===== src/rtl/inst_encoder.sv =====
// Gumnut instruction encoder: packs decoded fields into 18-bit words and
// writes them to instruction memory at an auto-incrementing address.
module inst_encoder #(
  parameter logic [11:0] BASE_RST  = 12'h000,
  parameter logic [11:0] LAST_ADDR = 12'hFFF
) (
  input  logic        clkg,
  input  logic        rst,
  input  logic        in_valid,
  output logic        in_ready,
  input  logic [2:0]  in_class,
  input  logic [2:0]  in_func,
  input  logic [2:0]  in_rd,
  input  logic [2:0]  in_rs,
  input  logic [2:0]  in_rs2,
  input  logic [7:0]  in_imm,
  input  logic [2:0]  in_count,
  input  logic [11:0] in_addr,
  input  logic        load_base,
  input  logic [11:0] base_addr,
  input  logic        clr_err,
  output logic        imem_we,
  output logic [11:0] imem_addr,
  output logic [17:0] imem_data,
  output logic        err,
  output logic        full,
  output logic [12:0] words
);

  localparam int unsigned AW = 12;
  localparam int unsigned DW = 18;
  localparam int unsigned WW = 13;

  typedef enum logic {IDLE, WRITE} state_t;

  state_t        state_q, state_d;
  logic [AW-1:0] ptr_q, ptr_d;
  logic [DW-1:0] data_q, data_d;
  logic [WW-1:0] words_q, words_d;
  logic          err_q, err_d;
  logic          full_q, full_d;

  logic [DW-1:0] enc_c;
  logic          legal_c;
  logic          accept_c;

  // Field packing and legality for the presented bundle
  always_comb begin
    enc_c   = '0;
    legal_c = 1'b1;
    case (in_class)
      3'd0: enc_c = {1'b0, in_func, in_rd, in_rs, in_imm};
      3'd1: begin
        legal_c = ~in_func[2];
        enc_c   = {2'b10, in_func[1:0], in_rd, in_rs, in_imm};
      end
      3'd2: begin
        legal_c = ~in_func[2];
        enc_c   = {3'b110, 1'b0, in_rd, in_rs, in_count, 3'b000, in_func[1:0]};
      end
      3'd3: enc_c = {4'b1110, in_rd, in_rs, in_rs2, 2'b00, in_func};
      3'd4: begin
        legal_c = (in_func[2:1] == 2'b00);
        enc_c   = {5'b11110, in_func[0], in_addr};
      end
      3'd5: begin
        legal_c = ~in_func[2];
        enc_c   = {6'b111110, in_func[1:0], 2'b00, in_imm};
      end
      3'd6: enc_c = {7'b1111110, in_func, 8'h00};
      default: legal_c = 1'b0;
    endcase
  end

  // A pending base load or a full memory blocks new bundles
  assign in_ready = (state_q == IDLE) & ~full_q & ~load_base;
  assign accept_c = in_valid & in_ready;

  always_comb begin
    state_d = state_q;
    ptr_d   = ptr_q;
    data_d  = data_q;
    words_d = words_q;
    full_d  = full_q;
    err_d   = err_q & ~clr_err;
    case (state_q)
      IDLE: begin
        if (load_base) begin
          ptr_d   = base_addr;
          full_d  = 1'b0;
          words_d = '0;
        end else if (accept_c) begin
          if (legal_c) begin
            data_d  = enc_c;
            state_d = WRITE;
          end else begin
            err_d = 1'b1;
          end
        end
      end
      WRITE: begin
        state_d = IDLE;
        if (load_base) begin
          ptr_d   = base_addr;
          full_d  = 1'b0;
          words_d = '0;
        end else begin
          words_d = words_q + WW'(1);
          if (ptr_q == LAST_ADDR) full_d = 1'b1;
          else                    ptr_d  = ptr_q + AW'(1);
        end
      end
      default: state_d = IDLE;
    endcase
  end

  always_ff @(posedge clkg) begin
    if (rst) begin
      state_q <= IDLE;
      ptr_q   <= BASE_RST;
      data_q  <= '0;
      words_q <= '0;
      err_q   <= 1'b0;
      full_q  <= 1'b0;
    end else begin
      state_q <= state_d;
      ptr_q   <= ptr_d;
      data_q  <= data_d;
      words_q <= words_d;
      err_q   <= err_d;
      full_q  <= full_d;
    end
  end

  // Strobe drops immediately when reset lands on a write cycle
  assign imem_we   = (state_q == WRITE) & ~rst;
  assign imem_addr = ptr_q;
  assign imem_data = data_q;
  assign err       = err_q;
  assign full      = full_q;
  assign words     = words_q;

endmodule


===== config.mk =====
export PLATFORM = sky130hd
export DESIGN_NAME = inst_encoder
export DESIGN_NICKNAME = d
export VERILOG_FILES = /design/src/rtl/inst_encoder.sv
export SDC_FILE = /design/constraint.sdc
export NUM_CORES = 1
export LEC_CHECK = 0
export BUFFER_PORTS_ARGS = -buffer_cell sky130_fd_sc_hd__buf_2
export CAP_MARGIN = 20
export CORE_MARGIN = 5
export CORE_UTILIZATION = 50
export CTS_BUF_LIST = sky130_fd_sc_hd__clkbuf_8
export CTS_CLUSTER_DIAMETER = 150
export CTS_CLUSTER_SIZE = 20
export DETAILED_ROUTE_END_ITERATION = 7
export PLACE_DENSITY = 0.9
export SYNTH_ARGS = -nofsm -noshare
export SYNTH_HDL_FRONTEND = slang
export SYNTH_SLANG_ARGS = --single-unit

===== constraint.sdc =====
create_clock -name clkg -period 2.5 [get_ports clkg]
set_clock_uncertainty 0.2 [all_clocks]
set_input_delay 0.5 -clock clkg [delete_from_list [all_inputs] [get_ports clkg]]
set_output_delay 0.5 -clock clkg [all_outputs]
set_load 0.01 [all_outputs]

Word level (Yosys, flattened, before mapping)
Cells that the tools add are included.
- register bits after elaboration: 46
- bits of input ports: 55
- output and inout port bits: 47
- logic and storage cells: 57
- $add $sub $neg: 2
- eq/ne operators: 10
- multiplexer cells: 21
- bitwise logic cells: 11
- reductions and logical operators: 7
- operators by type and width (kind ; count):
    $pmux W18 S7 ; 1
    $mux W12 ; 3
    $mux W13 ; 2
    $pmux W13 S2 ; 1
    $pmux W12 S2 ; 1
    $add A13 B1 Y13 const B ; 1
    $add A12 B1 Y12 const B ; 1
    $eq A12 B12 Y1 const B ; 1
    $mux W1 ; 10
    $eq A3 B3 Y1 const B ; 3
    $eq A3 B2 Y1 const B ; 2
    $not A1 Y1 ; 6
    $reduce_or A3 Y1 ; 2
    $and A1 B1 Y1 ; 5
    $pmux W1 S2 ; 2
    $reduce_and A2 Y1 ; 2
    $reduce_and A4 Y1 ; 1
    $eq A3 B1 Y1 const B ; 1
    $logic_not A3 Y1 ; 1
    $ne A3 B2 Y1 const B ; 1
    $ne A3 B3 Y1 const B ; 1
    $pmux W1 S3 ; 1
    $logic_not A2 Y1 ; 1
    $ne A2 B2 Y1 const B ; 1

Logic depth before layout (Yosys ltp)
Gate-level depths: netlist (run 1).
- word-level depth: 7
- depth in mapped cells: 9
- depth with buffers taken out: 6

Least setup slack after synthesis (run 1)
No wires, ideal clock.
- path type: input port to flip-flop
- from: in in_class[0]
- to: reg data_q[15], in the netlist imem_data[15]
- arrival: 1704 ps
- path slack: 468 ps
- cell stages on the path: 9
- buffers on the path: 4
- path through: buf_4 > nor2b_1 > buf_2 > o21bai_1 > a22o_1 > buf_6 > buf_6 > mux2i_1 > nor2_1
- word-level cells in the longest chain between the ends: 4
- ends and longest elaborated chain (element ; line ; RTL):
    start, declared ; 11 ; input logic [2:0] in_class,
    $eq A3 B3 Y1, or another cell as far along ; 51 ; case (in_class)
    $reduce_or A3 Y1 (no line) ; n/a ;
    $pmux W1 S3 ; 51 ;
    $reduce_and A4 Y1 (no line) ; n/a ;
    end signal, assigned ; 128 ; data_q <= data_d;
    end, declared ; 38 ; logic [DW-1:0] data_q, data_d;
Parallel ways exist; a longest one is shown, timed or not.
A chain may end at the register's enable or synchronous reset.

Worst setup path after layout (run 1)
- from: reg ptr_q[1], in the netlist imem_addr[1]
- to: reg ptr_q[1], in the netlist imem_addr[1]
- word-level cells in the longest chain between the ends: 4
- ends and longest elaborated chain (element ; line ; RTL):
    start, declared ; 37 ; logic [AW-1:0] ptr_q, ptr_d;
    start signal, assigned ; 127 ; ptr_q <= ptr_d;
    $add A12 B1 Y12 ; 110 ; else ptr_d = ptr_q + AW'(1);
    $mux W12 ; 109 ; if (ptr_q == LAST_ADDR) full_d = 1'b1;
    $mux W12 ; 103 ; if (load_base) begin
    $pmux W12 S2 ; 86 ; case (state_q)
Parallel ways exist; a longest one is shown, timed or not. The select of a mux whose other input is x is not followed.

==> results of run 1 <==
[worst max path at each step]
stage,start,slack [ns],depth (start not counted),end
final,imem_addr[1],0.36,6,imem_addr[1]
after global routing,imem_addr[1],0.27,6,imem_addr[1]
after CTS,imem_addr[1],0.39,6,imem_addr[1]
after detailed placement,load_base,0.36,7,imem_data[7]
after global placement,load_base,0.39,7,imem_data[6]
after floorplan,in_class[0],0.47,9,imem_data[15]
[power by group through the flow]
stage          combinational [mW]  clock [mW]  sequential (mW)
2_1_floorplan               0.161           0            0.818
3_3_place_gp                0.274           0            0.809
3_5_place_dp                0.280           0            0.811
4_1_cts                     0.281       0.673            0.794
5_1_grt                     0.310       0.700            0.799
6_report                    0.282       0.660            0.794
[kinds of logic (layout without fill, tap and decap cells)]
logic type               Yosys count  after routing  share of synthesized area, %
XOR/XNOR                          14             14                          4.80
adder cells (fa/ha/maj)            2              2                         0.979
buffers and inverters             29            127                          6.27
AO/OA/AOI/OAI                     63             63                          17.4
flip-flops                        46             46                          36.0
AND/OR/NAND/NOR                  133            133                          25.5
multiplexers                      23             23                          9.06
[worst max-delay path, stage by stage, from the launching register on]
cell and delay [ns]:
dfxtp_1 0.45, ha_1 0.25, inv_1 0.08, or4_4 0.56, a21oi_4 0.23, mux2i_1 0.20, nor2_1 0.05
[layer usage]
| metal | share of wire [%] | wire (um) | vias to the layer above | global-route usage (%) |
|---|---|---|---|---|
| li1 | - | - | 1311 | - |
| met1 | 41 | 2840 | 1216 | 24.8 |
| met2 | 50 | 3490 | 105 | 36.3 |
| met3 | 7.9 | 550 | 7 | 6.25 |
| met4 | 1.0 | 72 | 0 | 6.59 |
| met5 | 0 | 0 | - | 0 |
[Yosys cell counts (3+ instances only)]
| library cell | count |
|---|---|
| nor2_1 | 54 |
| dfxtp_1 | 46 |
| mux2i_1 | 22 |
| nand2_1 | 19 |
| a21oi_1 | 18 |
| nor3_1 | 12 |
| clkbuf_1 | 10 |
| a211oi_1 | 9 |
| nand3_1 | 9 |
| nor2b_1 | 8 |
| xor2_1 | 8 |
| nand4_1 | 7 |
| a22oi_1 | 6 |
| inv_1 | 6 |
| xnor2_1 | 6 |
| o21ai_0 | 5 |
| a31oi_1 | 4 |
| and3_1 | 4 |
| buf_6 | 4 |
| or3_1 | 4 |
| buf_2 | 3 |
| buf_4 | 3 |
| nand2b_1 | 3 |
[area by class of cell]
cell class / count / area, um^2
fillers: 441 / 1800
multi-input cells: 235 / 1470
flip-flops and latches: 46 / 921
repair buffers: 113 / 596
well taps: 70 / 87.6
clock buffers: 5 / 68.8
clock inverters: 3 / 68.8
inverters: 6 / 22.5
[sequential cells by signal, summed over array words and instances (netlist names)]
name	cells
words	13
full	1
err	1
imem_data	18
state_q	1
imem_addr	12
[stage by stage]
step	util [%]	worst slack (ns)	hold WS [ns]
finish	64.2	0.361	0.230
global route	64.2	0.273	0.227
CTS	64.2	0.386	0.229
detailed placement	61.5	0.362	0.275
global placement	61.5	0.394	0.259
floorplan	-	0.468	0.313
==> results.md, run 1 <==
- Gr usage total: 21.0%
- CTS-repair resized insts: 0
- CP Launch Type: register
- Net Sw Frac: 25.4%
- Pwr Total: 1.74 mW
- F_max: 467 MHz
- Hold buffers post-CTS: 0
- CP endpoint kind: register
- CTS tree: yes
- Final instance area: 0.00324 mm^2
- Root buf cell: clkbuf_8
- Core area: 0.00504 mm^2
- Worst reg-to-reg setup slack: 0.36 ns
- Most frequent cells in the layout: buf_2 (101), nor2_1 (54), dfxtp_1 (46)
- Later-pin clock latency in the skew report: 0.30 ns
- Ys Warns: 0
- Fin nets: 464
- DRT Wirelength: 6950 um
- Vias in the first global route: 2,497
- Hold EP: imem_addr[2]
- Largest net degree at the start of global routing: 26
- Residual DRC: 0
- Initial Util: 50.7%
- GPL Wtd Cong: 0.830
- Syn Std Cell Area: 0.00255 mm^2
- Inst Count DP: 470
- Pwr per Cell Area: 536 mW/mm^2
- First-pass GRT wire length: 10,900 um
- Seq/Total Area, Yosys: 36.0%
- Worst endpoint required time: 2.50 ns
- Die Wd: 81.5 um
- Height of the die: 81.5 um
- Initial antenna violation count: 0
- Input/output buffers: 101
- Combinational power share: 16.2%
- Grt ovf: 0
- Number of DRC markers in iteration 0: 202
- Cell taking the most area after synthesis: dfxtp_1
- Worst Min Path Start: base_addr[2]
- Unrepaired setup endpoints after global routing: no
- Internal power: 1.30 mW
- Worst EP arrival: 2.14 ns
- Reg2reg end: imem_addr[1]
- Most common cell after layout, fill and taps aside: buf_2
- Asr flop ratio synth: 0%
- Area growth syn-to-layout: 26.7%
- Clock share of power: 38.0%
- Vias per cell: 5.52
- Top_reg_cell synth: dfxtp_1
- Ranking of synthesized cells by area: dfxtp_1 (36%), mux2i_1 (8.6%), nor2_1 (7.9%), a21oi_1 (3.5%), nand2_1 (2.8%)
- Placed cell area: 0.00310 mm^2
- Num CTS Buffers: 5
- Row count: 26
- Setup repair bufs after CTS: 0
- Slew @ Worst Pin: 0.797 ns
- Net Switching: 0.441 mW
- Number of synthesized register bits: 46
- Hpwl dp: 5220 um
- Routed Antenna Nets: 0
- Mapped Cells: 310
- Hold Fails Final Rpt: 0
- Pleak: 1.44 nW
- Synth cell types: 54
- Reg power frac: 45.8%
- R2R Path Start: imem_addr[1]
- Post-Syn Area per Cell: 8.24 um^2
- Vias: 2,639
- Avg WL per Cell: 14.5 um
- Hold crit path type: in -> reg
- Post-route non-filler standard cell count: 478
- Antenna cells: 0
- Final setup fails: 0
- Io pins: 102
- Sink Count: 46
- Yosys top cell area share: 36.0%
- Clock-pin slew on the worst setup and hold paths: 0.10 ns
- H-tree levels: 2
- Tcrit/Tclk final: 85.6%
- Clock Tree Buf Depth: 2
- Status: finished clean
- WS Path Type: reg -> reg
- Peak supply drop: 0.285 mV
- Final setup TNS: 0 ns
- Slew HR: 45.5%
- Die ar.: 0.00664 mm^2
- DR pass1 iterations: 4
- Share of cells above drive strength 1: 32.1%
- EDFF count, synth: 0
- Worst hold stages: 3
- Tmin final: 2.14 ns
- Syn Nets: 367
- Worst-path maximum fanout: 6
- Max-Cap Viols: 0
- Pins Over Slew Limit: 0
- Worst-case reg-to-reg path depth: 6
No activity file was read; power rests on OpenSTA's default activity.
==> inputs of run 2 (changes only) <==
--- a/config.mk
+++ b/config.mk
@@ -7,13 +7,15 @@
 export LEC_CHECK = 0
 export BUFFER_PORTS_ARGS = -buffer_cell sky130_fd_sc_hd__buf_2
 export CAP_MARGIN = 20
+export CELL_PAD_IN_SITES_DETAIL_PLACEMENT = 1
+export CELL_PAD_IN_SITES_GLOBAL_PLACEMENT = 2
 export CORE_MARGIN = 5
-export CORE_UTILIZATION = 50
+export CORE_UTILIZATION = 28
 export CTS_BUF_LIST = sky130_fd_sc_hd__clkbuf_8
 export CTS_CLUSTER_DIAMETER = 150
 export CTS_CLUSTER_SIZE = 20
 export DETAILED_ROUTE_END_ITERATION = 7
-export PLACE_DENSITY = 0.9
+export PLACE_DENSITY = 0.91
 export SYNTH_ARGS = -nofsm -noshare
 export SYNTH_HDL_FRONTEND = slang
 export SYNTH_SLANG_ARGS = --single-unit
==> results.md, run 2 (synthesized netlist as in run 1, its figures left out) <==
- Status: finished clean
- Hpwl dp: 6310 um (+21%)
- Hold crit path type: in -> reg
- Number of DRC markers in iteration 0: 68 (-66%)
- Initial Util: 29.0% (-22 points)
- Max-Cap Viols: 0 (unchanged)
- Input/output buffers: 101 (unchanged)
- F_max: 469 MHz (+0.32%)
- Worst EP arrival: 2.11 ns (-0.03 ns)
- Height of the die: 106 um (+30%)
- Worst endpoint required time: 2.47 ns (-0.03 ns)
- Residual DRC: 0 (unchanged)
- Vias per cell: 4.98 (-9.8%)
- Pleak: 1.44 nW (-0.16%)
- Sink Count: 46 (unchanged)
- DR pass1 iterations: 4 (unchanged)
- Io pins: 102 (unchanged)
- Critical path's slowest cell: or4_4
- GPL Wtd Cong: 0.833 (+0.36%)
- Fill count: 1,115 (+150%)
- Unrepaired setup endpoints after global routing: no
- Pwr per Cell Area: 501 mW/mm^2 (-6.6%)
- Placed cell area: 0.00317 mm^2 (+2.2%)
- Routed Antenna Nets: 0 (unchanged)
- Share of cells above drive strength 1: 32.1% (unchanged)
- Final setup TNS: 0 ns (unchanged)
- Most frequent cells in the layout: buf_2 (101), nor2_1 (54), dfxtp_1 (46)
- Clock Tree Buf Depth: 2 (unchanged)
- Grt ovf: 0 (unchanged)
- Critical Path Max Stage Delay: 0.56 ns (about the same)
- Worst-path maximum fanout: 6 (unchanged)
- WS Path Type: reg -> reg
- CP endpoint kind: register
- Setup repair bufs after CTS: 0 (unchanged)
- Tmin final: 2.13 ns (-0.00672 ns)
- Final setup fails: 0 (unchanged)
- Tcrit/Tclk final: 85.3% (-0.27 points)
- Post-route non-filler standard cell count: 516 (+7.9%)
- Core area: 0.00881 mm^2 (+75%)
- Die Wd: 106 um (+30%)
- Initial antenna violation count: 0 (unchanged)
- Peak supply drop: 0.284 mV (-0.16%)
- Clock-pin slew on the worst setup and hold paths: 0.08 ns (-0.02 ns)
- Antenna cells: 0 (unchanged)
- Hold buffers post-CTS: 0 (unchanged)
- Root buf cell: clkbuf_8
- Slew @ Worst Pin: 0.433 ns (-0.364 ns)
- Row count: 34 (+31%)
- Max reg flops: 18 (unchanged)
- Largest net degree at the start of global routing: 28 (+7.7%)
- Final instance area: 0.00328 mm^2 (+1.3%)
- Gr usage total: 14.6% (-6.3 points)
- CP cell instances: ha_1 > inv_1 > or4_4 > a21oi_4 > mux2i_1 > nor2_1
- CTS-repair resized insts: 0 (unchanged)
- Slew HR: 70.4% (+25 points)
- Die ar.: 0.0111 mm^2 (+68%)
- Avg WL per Cell: 15.6 um (+7.1%)
- H-tree levels: 2 (unchanged)
- Pins Over Slew Limit: 0 (unchanged)
- Later-pin clock latency in the skew report: 0.29 ns (about the same)
- Hold WS: 0.254 ns (+0.0243 ns)
- Vias in the first global route: 2,643 (+5.8%)
- Worst path top cell family by delay: simple AND/OR/NAND/NOR gates
- Hold Fails Final Rpt: 0 (unchanged)
- First-pass GRT wire length: 13,400 um (+23%)
- Inst Count DP: 509 (+8.3%)
- CTS tree: yes
- DRT Wirelength: 8030 um (+16%)
- CP Buf/Inv Count: 1 (unchanged)
- Area growth syn-to-layout: 28.4%
- Num CTS Buffers: 5 (unchanged)
- Fin nets: 465 (+0.22%)
- Most common cell after layout, fill and taps aside: buf_2
- CP Launch Type: register
- Vias: 2,571 (-2.6%)
run 2: power breakdown:
part	internal [mW]	leakage [nW]	switching, mW
sequential	0.763	0.375	0.0289
clock	0.320	0.0573	0.242
combinational	0.133	1.00	0.156
run 2: metal layers:
layer / global-route usage, % / vias up / routed length (um)
met2: 25.4 / 42 / 4170
met4: 2.78 / 0 / 48
met5: 0 / - / 0
met3: 2.57 / 2 / 245
li1: - / 1304 / -
met1: 19.2 / 1223 / 3570
run 2: tightest hold or removal path, stage by stage:
cell and delay, ns:
buf_2 0.10, nand2_1 0.05, a21oi_1 0.05
run 2: layout make-up:
cell class	instances	area [um^2]	share of cell area [%]
clock inverters	1	30.0	0.915
well taps	108	135	4.12
repair buffers	114	616	18.8
multi-input cells	235	1470	44.9
flip-flops and latches	46	921	28.1
clock buffers	6	82.6	2.52
inverters	6	22.5	0.686
run 2: path summary, 6_finish.rpt:
| check | from | to | slack, ns | cells past startpoint |
|---|---|---|---|---|
| worst min register to register | err | err | 0.29 | 2 |
| worst max-delay path | imem_addr[1] | imem_addr[1] | 0.37 | 6 |
| worst max register to register | imem_addr[1] | imem_addr[1] | 0.37 | 6 |
| worst min-delay path | base_addr[2] | imem_addr[2] | 0.25 | 3 |
run 2: metrics by stage:
step / util, % / setup slack [ns] / power (mW)
floorplan: - / 0.468 / 0.979
global placement: 36.0 / 0.356 / 1.09
detailed placement: 36.0 / 0.277 / 1.10
CTS: 37.3 / 0.337 / 1.68
global route: 37.3 / 0.207 / 1.75
finish: 37.3 / 0.367 / 1.64
